**config.mk**
```make
export PLATFORM = sky130hd
export DESIGN_NAME = dac_wavegen
export DESIGN_NICKNAME = d
export VERILOG_FILES = /design/src/rtl/dac_wavegen.sv
export SDC_FILE = /design/constraint.sdc
export NUM_CORES = 1
export LEC_CHECK = 0
export ABC_AREA = 1
export CAP_MARGIN = 20
export CORE_ASPECT_RATIO = 1.1
export CORE_UTILIZATION = 49
export DETAILED_ROUTE_END_ITERATION = 8
export PLACE_DENSITY = 0.82
export SETUP_SLACK_MARGIN = 0.1
export SLEW_MARGIN = 20
export SYNTH_ARGS = -nofsm -noshare
export SYNTH_HDL_FRONTEND = slang
export SYNTH_SLANG_ARGS = --single-unit
```
**constraint.sdc**
```tcl
create_clock -name clk -period 3 [get_ports clk]
set_clock_uncertainty 0.2 [all_clocks]
set_input_delay 0.6 -clock clk [delete_from_list [all_inputs] [get_ports clk]]
set_output_delay 0.6 -clock clk [all_outputs]
set_load 0.02 [all_outputs]
```
**src/rtl/dac_wavegen.sv**
```systemverilog
// -----------------------------------------------------------------------------
// dac_wavegen
//   Waveform driver for a parallel-input current-output DAC. Produces one
//   registered DAC word per clk in one of three modes: steady (live data),
//   sawtooth ramp, or bounded triangle.
//
// Configuration macro:
//   DAC_WAVEGEN_TRIANGLE_EN - when defined, control=2 selects triangle mode and
//                             the TRI_UP/TRI_DN logic is built. When undefined,
//                             control=2 is unsupported and lo/hi are unused.
//
// Ports:
//   clk      in   1       sample clock, rising edge
//   rst_n    in   1       asynchronous active-low reset
//   control  in   CTRL_W  mode: 0 steady, 1 ramp, 2 triangle, other = idle
//   data     in   DATA_W  steady-mode value
//   step     in   DATA_W  ramp/triangle increment per update tick
//   div      in   DIV_W   update tick every div+1 cycles
//   lo, hi   in   DATA_W  triangle bounds
//   dac_in   out  DATA_W  registered DAC word
//   wrap     out  1       one-cycle pulse on ramp overflow / triangle period end
//   active   out  1       high while a waveform state is running
// -----------------------------------------------------------------------------
module dac_wavegen #(
  parameter int DATA_W = 14,
  parameter int CTRL_W = 8,
  parameter int DIV_W  = 16
) (
  input  logic              clk,
  input  logic              rst_n,
  input  logic [CTRL_W-1:0] control,
  input  logic [DATA_W-1:0] data,
  input  logic [DATA_W-1:0] step,
  input  logic [DIV_W-1:0]  div,
  input  logic [DATA_W-1:0] lo,
  input  logic [DATA_W-1:0] hi,
  output logic [DATA_W-1:0] dac_in,
  output logic              wrap,
  output logic              active
);

  localparam logic [DATA_W-1:0] MID         = {1'b0, {(DATA_W-1){1'b1}}};
  localparam logic [CTRL_W-1:0] MODE_STEADY = {CTRL_W{1'b0}};
  localparam logic [CTRL_W-1:0] MODE_RAMP   = CTRL_W'(1'b1);
  localparam logic [DIV_W-1:0]  CNT_ZERO    = {DIV_W{1'b0}};
  localparam logic [DIV_W-1:0]  CNT_ONE     = DIV_W'(1'b1);
`ifdef DAC_WAVEGEN_TRIANGLE_EN
  localparam logic [CTRL_W-1:0] MODE_TRI    = CTRL_W'(2'd2);
`endif

  typedef enum logic [2:0] {
    ST_IDLE   = 3'd0,
    ST_STEADY = 3'd1,
    ST_RAMP   = 3'd2,
    ST_TRI_UP = 3'd3,
    ST_TRI_DN = 3'd4
  } state_t;

  state_t            state_q, state_d;
  logic [DATA_W-1:0] dac_q, dac_d;
  logic [DIV_W-1:0]  cnt_q, cnt_d;
  logic              wrap_q, wrap_d;
  logic              active_q, active_d;

  logic              tick_s;
  logic [DATA_W:0]   sum_s;
`ifdef DAC_WAVEGEN_TRIANGLE_EN
  logic [DATA_W:0]   lo_plus_step_s;
`else
  logic              unused_bounds_s;
  assign unused_bounds_s = ^{lo, hi};
`endif

  // Next-state, next-output and divider computation.
  always_comb begin
    state_d = state_q;
    dac_d   = dac_q;
    cnt_d   = cnt_q;
    wrap_d  = 1'b0;
    // >= so that lowering div mid-run produces a tick immediately
    tick_s  = (cnt_q >= div);
    // one extra bit keeps the ramp carry and the bound compares exact
    sum_s   = {1'b0, dac_q} + {1'b0, step};
`ifdef DAC_WAVEGEN_TRIANGLE_EN
    lo_plus_step_s = {1'b0, lo} + {1'b0, step};
`endif

    case (state_q)
      ST_IDLE: begin
        cnt_d = CNT_ZERO;
        if (control == MODE_STEADY) begin
          state_d = ST_STEADY;
        end else if (control == MODE_RAMP) begin
          state_d = ST_RAMP;
          dac_d   = MID;
`ifdef DAC_WAVEGEN_TRIANGLE_EN
        end else if (control == MODE_TRI) begin
          state_d = ST_TRI_UP;
          dac_d   = lo;
`endif
        end else begin
          state_d = ST_IDLE;
        end
      end

      ST_STEADY: begin
        if (control != MODE_STEADY) begin
          state_d = ST_IDLE;
        end else begin
          dac_d = data;
        end
      end

      ST_RAMP: begin
        if (control != MODE_RAMP) begin
          state_d = ST_IDLE;
        end else if (tick_s) begin
          cnt_d  = CNT_ZERO;
          dac_d  = sum_s[DATA_W-1:0];
          wrap_d = sum_s[DATA_W];
        end else begin
          cnt_d = cnt_q + CNT_ONE;
        end
      end

`ifdef DAC_WAVEGEN_TRIANGLE_EN
      ST_TRI_UP: begin
        if (control != MODE_TRI) begin
          state_d = ST_IDLE;
        end else begin
          cnt_d = tick_s ? CNT_ZERO : (cnt_q + CNT_ONE);
          // degenerate bounds pin the output to lo and freeze the triangle
          if (lo >= hi) begin
            dac_d = lo;
          end else if (tick_s) begin
            if (sum_s >= {1'b0, hi}) begin
              dac_d   = hi;
              state_d = ST_TRI_DN;
            end else begin
              dac_d = sum_s[DATA_W-1:0];
            end
          end else begin
            dac_d = dac_q;
          end
        end
      end

      ST_TRI_DN: begin
        if (control != MODE_TRI) begin
          state_d = ST_IDLE;
        end else begin
          cnt_d = tick_s ? CNT_ZERO : (cnt_q + CNT_ONE);
          if (tick_s) begin
            // compare against lo+step rather than dac-step to avoid underflow
            if ({1'b0, dac_q} <= lo_plus_step_s) begin
              dac_d   = lo;
              state_d = ST_TRI_UP;
              wrap_d  = 1'b1;
            end else begin
              dac_d = dac_q - step;
            end
          end else begin
            dac_d = dac_q;
          end
        end
      end
`endif

      default: begin
        state_d = ST_IDLE;
        cnt_d   = CNT_ZERO;
      end
    endcase

    active_d = (state_d != ST_IDLE);
  end

  // State, divider and output registers.
  always_ff @(posedge clk or negedge rst_n) begin
    if (!rst_n) begin
      state_q  <= ST_IDLE;
      dac_q    <= MID;
      cnt_q    <= CNT_ZERO;
      wrap_q   <= 1'b0;
      active_q <= 1'b0;
    end else begin
      state_q  <= state_d;
      dac_q    <= dac_d;
      cnt_q    <= cnt_d;
      wrap_q   <= wrap_d;
      active_q <= active_d;
    end
  end

  assign dac_in = dac_q;
  assign wrap   = wrap_q;
  assign active = active_q;

endmodule

```
# == Word level (Yosys, flattened, before mapping) ==
# Cells that the tools add are included.
# classes
div,0
bitwise,1
multipliers,0
eq_ne,9
n_shift,0
n_lt_le_gt_ge,1
reduce_logical,7
add_sub_neg,2
n_mux,17
# ops
cell,count
$mux 14,5
$pmux 14 s3,1
$mux 16,2
$pmux 16 s2,1
$add 16x1->16 const B,1
$ge 16x16->1,1
$add 14x14->15,1
$ne 2x2->1 const B,5
$pmux 3 s3,1
$eq 8x1->1 const B,1
$logic_not 8->1,1
$ne 8x1->1 const B,1
$reduce_bool 8->1,1
$mux 3,2
$reduce_and 6->1,1
$reduce_bool 3->1,2
$mux 2,2
$eq 3x1->1 const B,1
$eq 3x2->1 const B,1
$logic_not 3->1,1
$mux 1,3
$reduce_and 2->1,1
$not 1->1,1
# totals
mem_bits_ro,0
ff_bits,35
ramBits,0
mem_count,0
latch_bits,0
in_bits,82
out_inout_bits,16

# == Depth between registers and ports, before layout ==
# logic_depth
depth_word,5
mapped_depth,15
mapped_depth_nobuf,15

# == Worst setup path before layout ==
# OpenSTA, ideal clock, no wires.
# synth_path
path_type,register to register
startpoint,register dac_q[0] (netlist: dac_in[0])
endpoint,register dac_q[6] (netlist: dac_in[6])
t_arrival_ns,1.946
stages_incl_launch_ff,14
required_time_ns,2.728
path_slack_ns,0.782
setup_time_ns,0.072
synth_period_minus_slack_ns,2.218
cell_sequence,dfstp_2 > ha_1 > inv_1 > fa_1 > inv_1 > nand2_1 > nand2_1 > nand3_1 > a21oi_1 > nor2_1 > nor2_1 > nand3_2 > nand2_1 > inv_1
# synth_via
elab_chain_len,4
# synth_lines
item,line_no,text
"start, declared",60,"logic [DATA_W-1:0] dac_q, dac_d;"
"start signal, assigned",182,dac_q <= MID;
"start signal, assigned",188,dac_q <= dac_d;
$add 14x14->15,83,"sum_s = {1'b0, dac_q} + {1'b0, step};"
$mux 14,117,end else if (tick_s) begin
$mux 14,115,if (control != MODE_RAMP) begin
$pmux 14 s3,88,case (state_q)
# No other way between the ends. The select of a mux whose other input is x is not followed.
# A chain may end at the register's enable or synchronous reset.

# == Worst setup path after layout ==
# layout_path
startpoint,input port step[0]
endpoint,register dac_q[12] (netlist: dac_in[12])
# layout_via
elab_chain_len,4
# layout_lines
item,line_no,text
"start, declared",33,"input logic [DATA_W-1:0] step,"
$add 14x14->15,83,
$mux 14,117,
$mux 14,115,
$pmux 14 s3,88,
# No other way between the ends. The select of a mux whose other input is x is not followed.

==> reports/qor.txt <==
Status = finished, final reports clean
Synthesized Nets = 643
Area contributors post-synth = nand2_1 (18%), dfrtp_1 (16%), ha_1 (11%)
Max-Slew Margin vs Limit = 66.1%
Nature of the critical path startpoint = input port
Critical path type = input port to flip-flop
Die Width = 81.9 um
CTS Buf Count = 5
Mapped Cells = 529
Die ar. = 7360 sq um
EDFF count, synth = 0
TritonCTS clock tree = done
Reg-to-reg startpoint = dac_in[0]
Final net count = 714
Io pins = 98
Layout cell share with drive strength beyond 1 = 11.0%
Maximum number of buffers from clock root to sink = 2
Met1 WL = 3420 um
Flops & latches, synth = 35
HP Class = flip-flop to flip-flop
Cell Area, Synth = 3440 sq um
Ys async rst share = 100%
Initial DRC count = 240
Critical Path Sink = dac_in[12]
Grt ovf = 0
Hold Path Origin = dac_in[9]
Area grow syn2layout = 24.5%
Max Clk Rate = 379 MHz
Die H = 89.9 um
Largest net degree at the start of global routing = 36
DR top layer = met4
Fin. max-slew vios = 0
Critical Path AT = 2.67 ns
First-pass GRT wire length = 15000 um
Core Area = 6670 sq um
Post-synth top area cell = nand2_1
Worst-skew pair later-pin latency = 0.30 ns
Peak VDD IR = 0.131 mV
Met2 WL post-DR = 4470 um
Worst flop-to-flop path endpoint = dac_in[12]
CTS clk-pin slew, worst paths = 0.07 ns
Post_cts resized = 0
FF-to-FF setup slack = 0.61 ns
Starting density of the core = 51.6%
Vias in the first global route = 3559
Hold Path Cell Cnt = 2
Row count = 31
Drt drc = 0
R2R depth = 13
Unrepaired setup endpoints after global routing = no
CTS Sinks = 35
Total GRT Usage = 25.7%
ANT cells = 0
Crit Path Max Fanout = 5
Final period utilization = 88.0%
Total of max-cap violations = 0
Initial antenna violation count = 0
# port buffers = 69
CP endpoint kind = flip-flop
Lkg Pwr = 2.28 nW
Top FF cell, synth = dfrtp_1
Count of final hold-check violations = 0
Routability cong. = 0.879
Worst path required time = 3.03 ns
Hold-fix buffers, CTS = 0
Tightest Pin Transition = 0.508 ns
Final Non-Filler Cells = 683
Cell Count Post-Placement = 675
DRT antenna net count = 0
PnR Total Power = 1.14 mW
Synth Area per Inst = 6.51 sq um
Detailed Routing Iterations Pass 1 = 6
Final Core Density = 64.2%
H-Tree Depth = 2
Setup_tns = 0 ns
HPWL Detailed = 6770 um
Post-CTS repair timing setup buffer count = 0
Routed wire length per instance = 12.6 um
Worst setup path startpoint = step[0]
Min Tclk post-route = 2.64 ns
Synth top area share = 17.6%
Count of cell types in the netlist = 37
Pwr Density = 266 nW/um^2
Root Buffer = clkbuf_8
Avg Vias per Cell = 5.17
Final wirelength = 8580 um
Routed vias = 3533
Count of final setup violators = 0
Wire length on met3 = 387 um
Sequential area share after synthesis = 25.9%
Ys Warns = 0
## registers in the layout (all words and copies together), names as in the netlist
name,flops
dac_in,14
cnt_q,16
active,1
state_q,3
wrap,1
## area by class of cell
class	instances	area [sq um]
Sequential cell	35	892
Timing Repair Buffer	72	713
Inverter	104	395
Clock buffer	7	76.3
Clock inverter	1	30.0
Multi-Input combinational cell	382	2070
Fill cell	589	2390
Tap cell	82	103
## critical path: stages
cell             delay, ns
clkdlybuf4s50_1       0.48
ha_1                  0.19
inv_1                 0.07
fa_1                  0.36
inv_1                 0.11
nand2_1               0.09
nand2_1               0.16
nand4_1               0.16
nand3_1               0.13
nand2_1               0.06
nand3_1               0.06
nand2_1               0.06
nor2_1                0.09
nor2_1                0.05
## layer usage
layer / vias to the layer above / track usage [%]
met3: 31 / 2.74
met1: 1608 / 29.1
met4: 0 / 12.3
li1: 1776 / -
met5: - / 0
met2: 118 / 46.1
## layout by cell type (no fill, tap or decap), types with 6 or more instances in the layout
| cell | n |
|---|---|
| clkdlybuf4s50_1 | 69 |
| a21oi_1 | 22 |
| o21ai_0 | 7 |
| nand2_1 | 161 |
| nor2_1 | 48 |
| nand4_1 | 10 |
| dfstp_2 | 13 |
| nor2_2 | 15 |
| ha_1 | 31 |
| nand2_2 | 7 |
| dfrtp_1 | 22 |
| nand3_1 | 40 |
| xor2_1 | 6 |
| inv_1 | 98 |
## stage by stage
step           hold WS [ns]  worst slack, ns  instance area [sq um]
2_1_floorplan         0.104            0.782                   3440
3_3_place_gp          0.301            0.134                   4180
3_5_place_dp          0.316           0.0839                   4180
4_1_cts               0.326            0.385                   4280
5_1_grt               0.350            0.120                   4280
6_report              0.321            0.359                   4280
## kinds of logic after synthesis
logic type	Yosys count	synth area share, %
XOR/XNOR	8	2.04
buffers and inverters	112	13.8
adder cells (fa/ha/maj)	32	11.9
AO/OA/AOI/OAI	41	6.94
AND/OR/NAND/NOR	300	39.3
other	1	0.109
flip-flops	35	25.9
## power by group
part           leakage (nW)  switching, mW  internal (mW)  total [mW]
clock                0.0524          0.174          0.249       0.422
sequential            0.440        0.00298          0.476       0.479
combinational          1.79          0.120          0.118       0.237
## synthesized netlist by cell type, types with 2 or more instances
library cell  instances
inv_4                 2
nand3_1              40
nor2_2               15
a21oi_1              22
xnor2_1               2
dfstp_2              13
nand2_2               7
o21bai_1              5
nor3_2                2
nor3_1                2
xor2_1                6
ha_1                 31
a21oi_2               2
or2_2                 3
o21ai_2               2
o21ai_0               7
dfrtp_1              22
buf_6                 6
inv_1                98
nand3_2               2
nand2_1             161
inv_2                 4
nand4_1              10
nand2_4               2
nand3b_1              4
nor2_1               48
## worst min path at each step
| stage | endpoint | slack (ns) |
|---|---|---|
| floorplan | active | 0.10 |
| global placement | dac_in[10] | 0.30 |
| detailed placement | dac_in[9] | 0.32 |
| CTS | dac_in[9] | 0.33 |
| global route | dac_in[9] | 0.35 |
| finish | dac_in[9] | 0.32 |
Note: power is estimated with default switching activity, not from simulation.
